--- config.mk ---
export PLATFORM = sky130hd
export DESIGN_NAME = pic_command_sequencer
export DESIGN_NICKNAME = d
export VERILOG_FILES = /design/src/rtl/pic_command_sequencer.sv
export SDC_FILE = /design/constraint.sdc
export NUM_CORES = 1
export LEC_CHECK = 0
export CELL_PAD_IN_SITES_DETAIL_PLACEMENT = 1
export CELL_PAD_IN_SITES_GLOBAL_PLACEMENT = 2
export CORE_ASPECT_RATIO = 0.8
export CORE_MARGIN = 1
export CORE_UTILIZATION = 27
export DETAILED_ROUTE_END_ITERATION = 6
export GPL_ROUTABILITY_DRIVEN = 0
export PLACE_DENSITY = 0.84
export SYNTH_ARGS = -nofsm -noshare
export SYNTH_HDL_FRONTEND = slang
export SYNTH_SLANG_ARGS = --single-unit
export TNS_END_PERCENT = 50
--- constraint.sdc ---
create_clock -name clk -period 2.7 [get_ports clk]
set_clock_uncertainty 0.15 [all_clocks]
set_input_delay 0.54 -clock clk [delete_from_list [all_inputs] [get_ports clk]]
set_output_delay 0.54 -clock clk [all_outputs]
set_load 0.02 [all_outputs]
--- src/rtl/pic_command_sequencer.sv ---
// ---------------------------------------------------------------------------
// pic_command_sequencer
// Decodes ICW1-ICW4 initialization words and OCW1-OCW3 operation words
// written by the CPU, holds the resulting configuration, and returns the
// IRR/ISR/IMR read-back byte for the data bus buffer.
// ---------------------------------------------------------------------------
module pic_command_sequencer #(
  parameter logic [7:0] IMR_INIT = 8'h00,
  parameter logic       READ_ISR = 1'b0
) (
  input  logic       clk,
  input  logic       rst,
  input  logic       WR_flag,
  input  logic       RD_flag,
  input  logic       A0,
  input  logic [7:0] Ds_to_Control,
  input  logic [7:0] irr,
  input  logic [7:0] isr,
  output logic [7:0] Ds_from_control,
  output logic [4:0] vector_base,
  output logic       ltim,
  output logic       sngl,
  output logic [7:0] icw3,
  output logic       aeoi,
  output logic [7:0] imr,
  output logic [7:0] ocw2_cmd,
  output logic       ocw2_stb,
  output logic       init_done
);

  typedef enum logic [2:0] {
    ST_ICW1_WAIT = 3'd0,
    ST_ICW2_WAIT = 3'd1,
    ST_ICW3_WAIT = 3'd2,
    ST_ICW4_WAIT = 3'd3,
    ST_READY     = 3'd4
  } state_t;

  state_t     state_q;
  logic       wr_prev_q;
  logic       ic4_q;
  logic       ris_q;
  logic [7:0] ds_q;
  logic [4:0] vector_base_q;
  logic       ltim_q;
  logic       sngl_q;
  logic [7:0] icw3_q;
  logic       aeoi_q;
  logic [7:0] imr_q;
  logic [7:0] ocw2_cmd_q;
  logic       ocw2_stb_q;

  // A command is taken only on the rising edge of the write level, so a
  // long WR_flag pulse yields exactly one command.
  logic wr_event_s;
  logic is_icw1_s;
  assign wr_event_s = WR_flag & ~wr_prev_q;
  assign is_icw1_s  = ~A0 & Ds_to_Control[4];

  // Command sequencer, configuration registers and read-back register.
  always_ff @(posedge clk) begin
    if (rst) begin
      state_q       <= ST_ICW1_WAIT;
      wr_prev_q     <= 1'b0;
      ic4_q         <= 1'b0;
      ris_q         <= READ_ISR;
      ds_q          <= 8'h00;
      vector_base_q <= 5'd0;
      ltim_q        <= 1'b0;
      sngl_q        <= 1'b0;
      icw3_q        <= 8'h00;
      aeoi_q        <= 1'b0;
      imr_q         <= IMR_INIT;
      ocw2_cmd_q    <= 8'h00;
      ocw2_stb_q    <= 1'b0;
    end else begin
      wr_prev_q  <= WR_flag;
      ocw2_stb_q <= 1'b0;

      if (wr_event_s) begin
        if (is_icw1_s) begin
          // ICW1 restarts initialization from any state.
          ltim_q  <= Ds_to_Control[3];
          sngl_q  <= Ds_to_Control[1];
          ic4_q   <= Ds_to_Control[0];
          imr_q   <= IMR_INIT;
          ris_q   <= READ_ISR;
          aeoi_q  <= 1'b0;
          state_q <= ST_ICW2_WAIT;
        end else begin
          case (state_q)
            ST_ICW1_WAIT: begin
              state_q <= ST_ICW1_WAIT;
            end
            ST_ICW2_WAIT: begin
              if (A0) begin
                vector_base_q <= Ds_to_Control[7:3];
                if (!sngl_q) begin
                  state_q <= ST_ICW3_WAIT;
                end else if (ic4_q) begin
                  state_q <= ST_ICW4_WAIT;
                end else begin
                  state_q <= ST_READY;
                end
              end
            end
            ST_ICW3_WAIT: begin
              if (A0) begin
                icw3_q  <= Ds_to_Control;
                state_q <= ic4_q ? ST_ICW4_WAIT : ST_READY;
              end
            end
            ST_ICW4_WAIT: begin
              if (A0) begin
                aeoi_q  <= Ds_to_Control[1];
                state_q <= ST_READY;
              end
            end
            ST_READY: begin
              if (A0) begin
                imr_q <= Ds_to_Control;
              end else if (!Ds_to_Control[3]) begin
                ocw2_cmd_q <= Ds_to_Control;
                ocw2_stb_q <= 1'b1;
              end else if (Ds_to_Control[1]) begin
                ris_q <= Ds_to_Control[0];
              end
            end
            default: begin
              state_q <= ST_ICW1_WAIT;
            end
          endcase
        end
      end

      // A simultaneous write wins; the read-back byte is left untouched.
      if (RD_flag && !WR_flag) begin
        ds_q <= A0 ? imr_q : (ris_q ? isr : irr);
      end
    end
  end

  assign Ds_from_control = ds_q;
  assign vector_base     = vector_base_q;
  assign ltim            = ltim_q;
  assign sngl            = sngl_q;
  assign icw3            = icw3_q;
  assign aeoi            = aeoi_q;
  assign imr             = imr_q;
  assign ocw2_cmd        = ocw2_cmd_q;
  assign ocw2_stb        = ocw2_stb_q;
  assign init_done       = (state_q == ST_READY);

endmodule
# Word-level counts from Yosys, hierarchy flattened
# Cells that the tools add are included.
dict set report word_totals {
  input_bits 29
  register_bits 46
}
dict set report classes {
  mux 21
  eq_ne 9
  n_reduce_logical 16
  bitwise_logic 8
}
# operator count
set op_table {}
lappend op_table {{$mux 8} 5}
lappend op_table {{$mux 3} 6}
lappend op_table {{$reduce_and 5->1} 3}
lappend op_table {{$pmux 3 s4} 1}
lappend op_table {{$reduce_bool 2->1} 5}
lappend op_table {{$mux 1} 9}
lappend op_table {{$ne 3x3->1 const B} 3}
lappend op_table {{$reduce_and 4->1} 2}
lappend op_table {{$eq 3x2->1 const B} 2}
lappend op_table {{$not 1->1} 6}
lappend op_table {{$reduce_and 3->1} 2}
lappend op_table {{$reduce_or 5->1} 1}
lappend op_table {{$ne 2x1->1 const B} 2}
lappend op_table {{$eq 3x1->1 const B} 1}
lappend op_table {{$eq 3x3->1 const B} 1}
lappend op_table {{$and 1x1->1} 2}
lappend op_table {{$reduce_and 2->1} 1}
lappend op_table {{$logic_and 1x1->1} 1}
lappend op_table {{$logic_not 1->1} 1}

# Longest topological paths before layout
dict set report logic_depth {
  depth_word 5
  mapped_depth 6
  depth_no_buf 4
}

# Worst setup path after synthesis
# No wires, ideal clock.
dict set report synth_path {
  path_type {in2reg}
  startpoint {input port A0}
  endpoint {register state_q[0]}
  path_slack_ns 0.953
  setup_ns 0.086
  n_path_buf 1
  path_stages 5
  arrival_ns 1.512
  required_time_ns 2.464
  cell_sequence {buf_2 > nand2b_1 > a221oi_2 > nor2_1 > a211oi_1}
}
dict set report synth_via {
  elab_chain_len 4
}
# element line_no
set synth_lines {}
lappend synth_lines {{start: declaration} 15} ;# input logic A0,
lappend synth_lines {{$not 1->1 (no source line)} --}
lappend synth_lines {{$and 1x1->1} 58} ;# assign is_icw1_s = ~A0 & Ds_to_Control[4];
lappend synth_lines {{$ne 3x3->1 (no source line) or $ne 2x1->1 (tied branches)} --}
lappend synth_lines {{$reduce_and 5->1 (no source line)} --}
lappend synth_lines {{end signal: assignment} 110} ;# state_q <= ic4_q ? ST_ICW4_WAIT : ST_READY;
lappend synth_lines {{end: declaration} 39} ;# state_t state_q;
# Several ways; a longest one is shown, not always the timed one.
# A chain may end at the register's enable or synchronous reset.

# Final worst setup path
dict set report layout_path {
  startpoint {register state_q[2]}
  endpoint {output port init_done}
}
dict set report layout_via {
  elab_chain_len 1
}
# element line_no
set layout_lines {}
lappend layout_lines {{$eq 3x3->1} 152} ;# assign init_done = (state_q == ST_READY);
lappend layout_lines {{end: declaration} 28} ;# output logic init_done
# No other way between the ends.

==> metrics <==
die area=7860 um2; vias in the first global route=1887; clk root buf=clkbuf_8; worst hold start=ltim$_SDFFE_PP0P_; Avg Cell Area, Syn=8.625 um2; min-delay worst type=reg2reg; unrepaired setup endpoints after global routing=no; total grt overflow=0; Pins Over Slew Limit=0; drt total wl=5.823 mm; launching point of the worst reg2reg path=state_q[2]$_SDFFE_PP0P_; CTS Buf Count=5; syn_nets=264; layout cells sized above 1=6.312%; crit-path max FO=8; CTS tree=yes; distinct cell type count of the synthesized netlist=33; setup TNS=0 ns; via count=1895; Clock Latency Late Sink=0.31 ns; area grow syn2layout=43.40%; Wirelength per Cell=15.01 um; First-pass DRT Iterations=4; Fmax=383.5 MHz; Synth area leader=dfxtp_1; Critical Path Start Type=flop; Tcrit/Tclk final=96.57%; Rows=27; peak supply drop=192.4 uV; MaxCap Viol Count=0; largest cells by area after synthesis=dfxtp_1, mux2i_1, nand2_1; critical path type=reg2out; clock sink total=46; DP Wirelength=4.363 mm; PwrDens=471.9 nW/um2; Post-CTS Setup Repair Bufs=0; Worst R2R Path Depth=4; Worst Tran Pin Value=0.5627 ns; YS warnings=0; Detailed Route Iter0 Violations=60; Nets=329; Crit path required time=2.01 ns; Pleak=0.001120 uW; R2R setup slack=0.89 ns; vias per cell=4.884; final hold vios=0; initial antenna violation count=0; PostCTS Resize Cnt=0; Ant. Diodes=0; Worst Hold Slack=0.3103 ns; top-area cell type share of the netlist area=45.43%; sequential area share after synthesis=45.43%; post-route antenna net violation count=0; clk slew on worst S/H paths=0.09 ns; htree depth=2; first-pass GRT wire length=9.439 mm; CORE AREA=7061 um2; worst hold path depth=2; largest net degree at the start of global routing=24; die width=98.87 um; Worst slew margin=62.41%; Ports=71; starting density of the core=28.71%; Hold Buf Count CTS=0; I/O Buffers=69; DR DRC count=0; fin crit period=2.607 ns; cells after synthesis=235; RR Endpoint=imr[2]$_SDFFE_PP0P_; GRT Overall Usage=15.49%; CP arrival=1.92 ns; CTS max path bufs=2; Hold Crit Endpoint=ltim$_SDFFE_PP0P_; Worst setup EP type=primary output; outcome=finished clean; Cell Area, Synth=2027 um2; Die Y=79.50 um; Setup violations, final=0; Synth Register Bits=46; filler cell count=815
==> cell families (layout without fill, tap and decap cells) <==
group / Yosys count / after routing / share of synthesized area (%)
compound gates: 37 / 37 / 10.55
simple gates: 103 / 103 / 25.43
buf+inv: 20 / 86 / 4.629
xor+xnor: 1 / 1 / 0.4322
other cells: 1 / 1 / 0.1850
flops: 46 / 46 / 45.43
mux: 27 / 27 / 13.33
==> stage by stage <==
step	cell area [um2]	setup WS, ns	utilization [%]	cells	power, uW
detailed placement	2796	0.3082	39.61	380	864.6
CTS	2907	0.08921	41.17	388	1387
global placement	2796	0.3702	39.61	380	861.8
floorplan	2027	0.9527	-	235	782.4
global route	2907	0.02539	41.17	388	1432
finish	2907	0.09264	41.17	388	1372
==> worst max-delay path by stage <==
stage,startpoint,endpoint,slack [ns]
4_1_cts,state_q[2]$_SDFFE_PP0P_,init_done,0.09
5_1_grt,state_q[2]$_SDFFE_PP0P_,init_done,0.03
3_3_place_gp,A0,state_q[0]$_SDFFE_PP0P_,0.37
3_5_place_dp,A0,state_q[0]$_SDFFE_PP0P_,0.31
2_1_floorplan,A0,state_q[0]$_SDFFE_PP0P_,0.95
6_report,state_q[2]$_SDFFE_PP0P_,init_done,0.09
==> flip-flops by register name, indices dropped and copies added, names as in the netlist <==
name / flops
ris_q: 1
imr: 8
vector_base: 5
ic4_q: 1
wr_prev_q: 1
Ds_from_control: 8
ocw2_cmd: 7
state_q: 3
ocw2_stb: 1
sngl: 1
icw3: 8
ltim: 1
aeoi: 1
==> critical path, stage by stage, from the launching register on <==
cell	delay, ns
dfxtp_1	0.46
nor3b_4	0.47
clkdlybuf4s50_1	0.69
==> power breakdown <==
| group | switching (uW) | internal [uW] |
|---|---|---|
| Combinational | 75.0 | 74.3 |
| Clock | 248 | 276 |
| Sequential | 10.5 | 687 |
==> cell usage in the layout (no fill, tap or decap), drive strengths merged, types with 2 or more instances in the layout <==
cell	n
nor3b	2
nor2	23
buf	8
mux2i	27
nor3	3
nand2	33
a211oi	2
nor2b	5
and3	3
o21ai	11
nand2b	5
nand3	19
o21a	2
nand3b	2
clkdlybuf4s50	69
nand4	3
clkbuf	6
dfxtp	46
a21oi	19
==> synth_stat cells <==
master	count
clkbuf_1	9
o21ai_0	11
buf_1	1
a41o_1	1
nand2b_1	5
nand3b_1	2
a221oi_2	1
and4bb_2	1
a211oi_1	2
nand4bb_1	1
nor4bb_1	1
mux2i_1	27
dfxtp_1	46
nor3b_4	1
nor4b_1	1
nand3_2	1
nor2_1	23
nand2_1	33
inv_1	1
xor2_1	1
conb_1	1
buf_4	3
o21a_1	2
nand3_1	18
and3_1	3
buf_2	6
o2bb2ai_1	1
nor2b_1	5
nand4_1	3
or2_1	1
nor3b_1	1
a21oi_1	19
nor3_1	3
==> per-layer routing <==
metal / vias to the layer above / global-route usage, % / routed length, um
met5: - / 0 / 0
met3: 5 / 5.429 / 353
met1: 918 / 20.80 / 2830
met2: 42 / 23.71 / 2593
met4: 0 / 3.582 / 45
li1: 930 / - / -
==> cell type report <==
class | instances | area, um2 | area share, %
multi-input combinational | 169 | 1012 | 34.83
sequential | 46 | 920.9 | 31.68
timing repair buffer | 77 | 750.7 | 25.83
tap | 87 | 108.9 | 3.745
clock buffer | 6 | 72.57 | 2.497
clock inverter | 2 | 37.54 | 1.291
inverter | 1 | 3.754 | 0.1291
(Power assumes the default switching activity.)
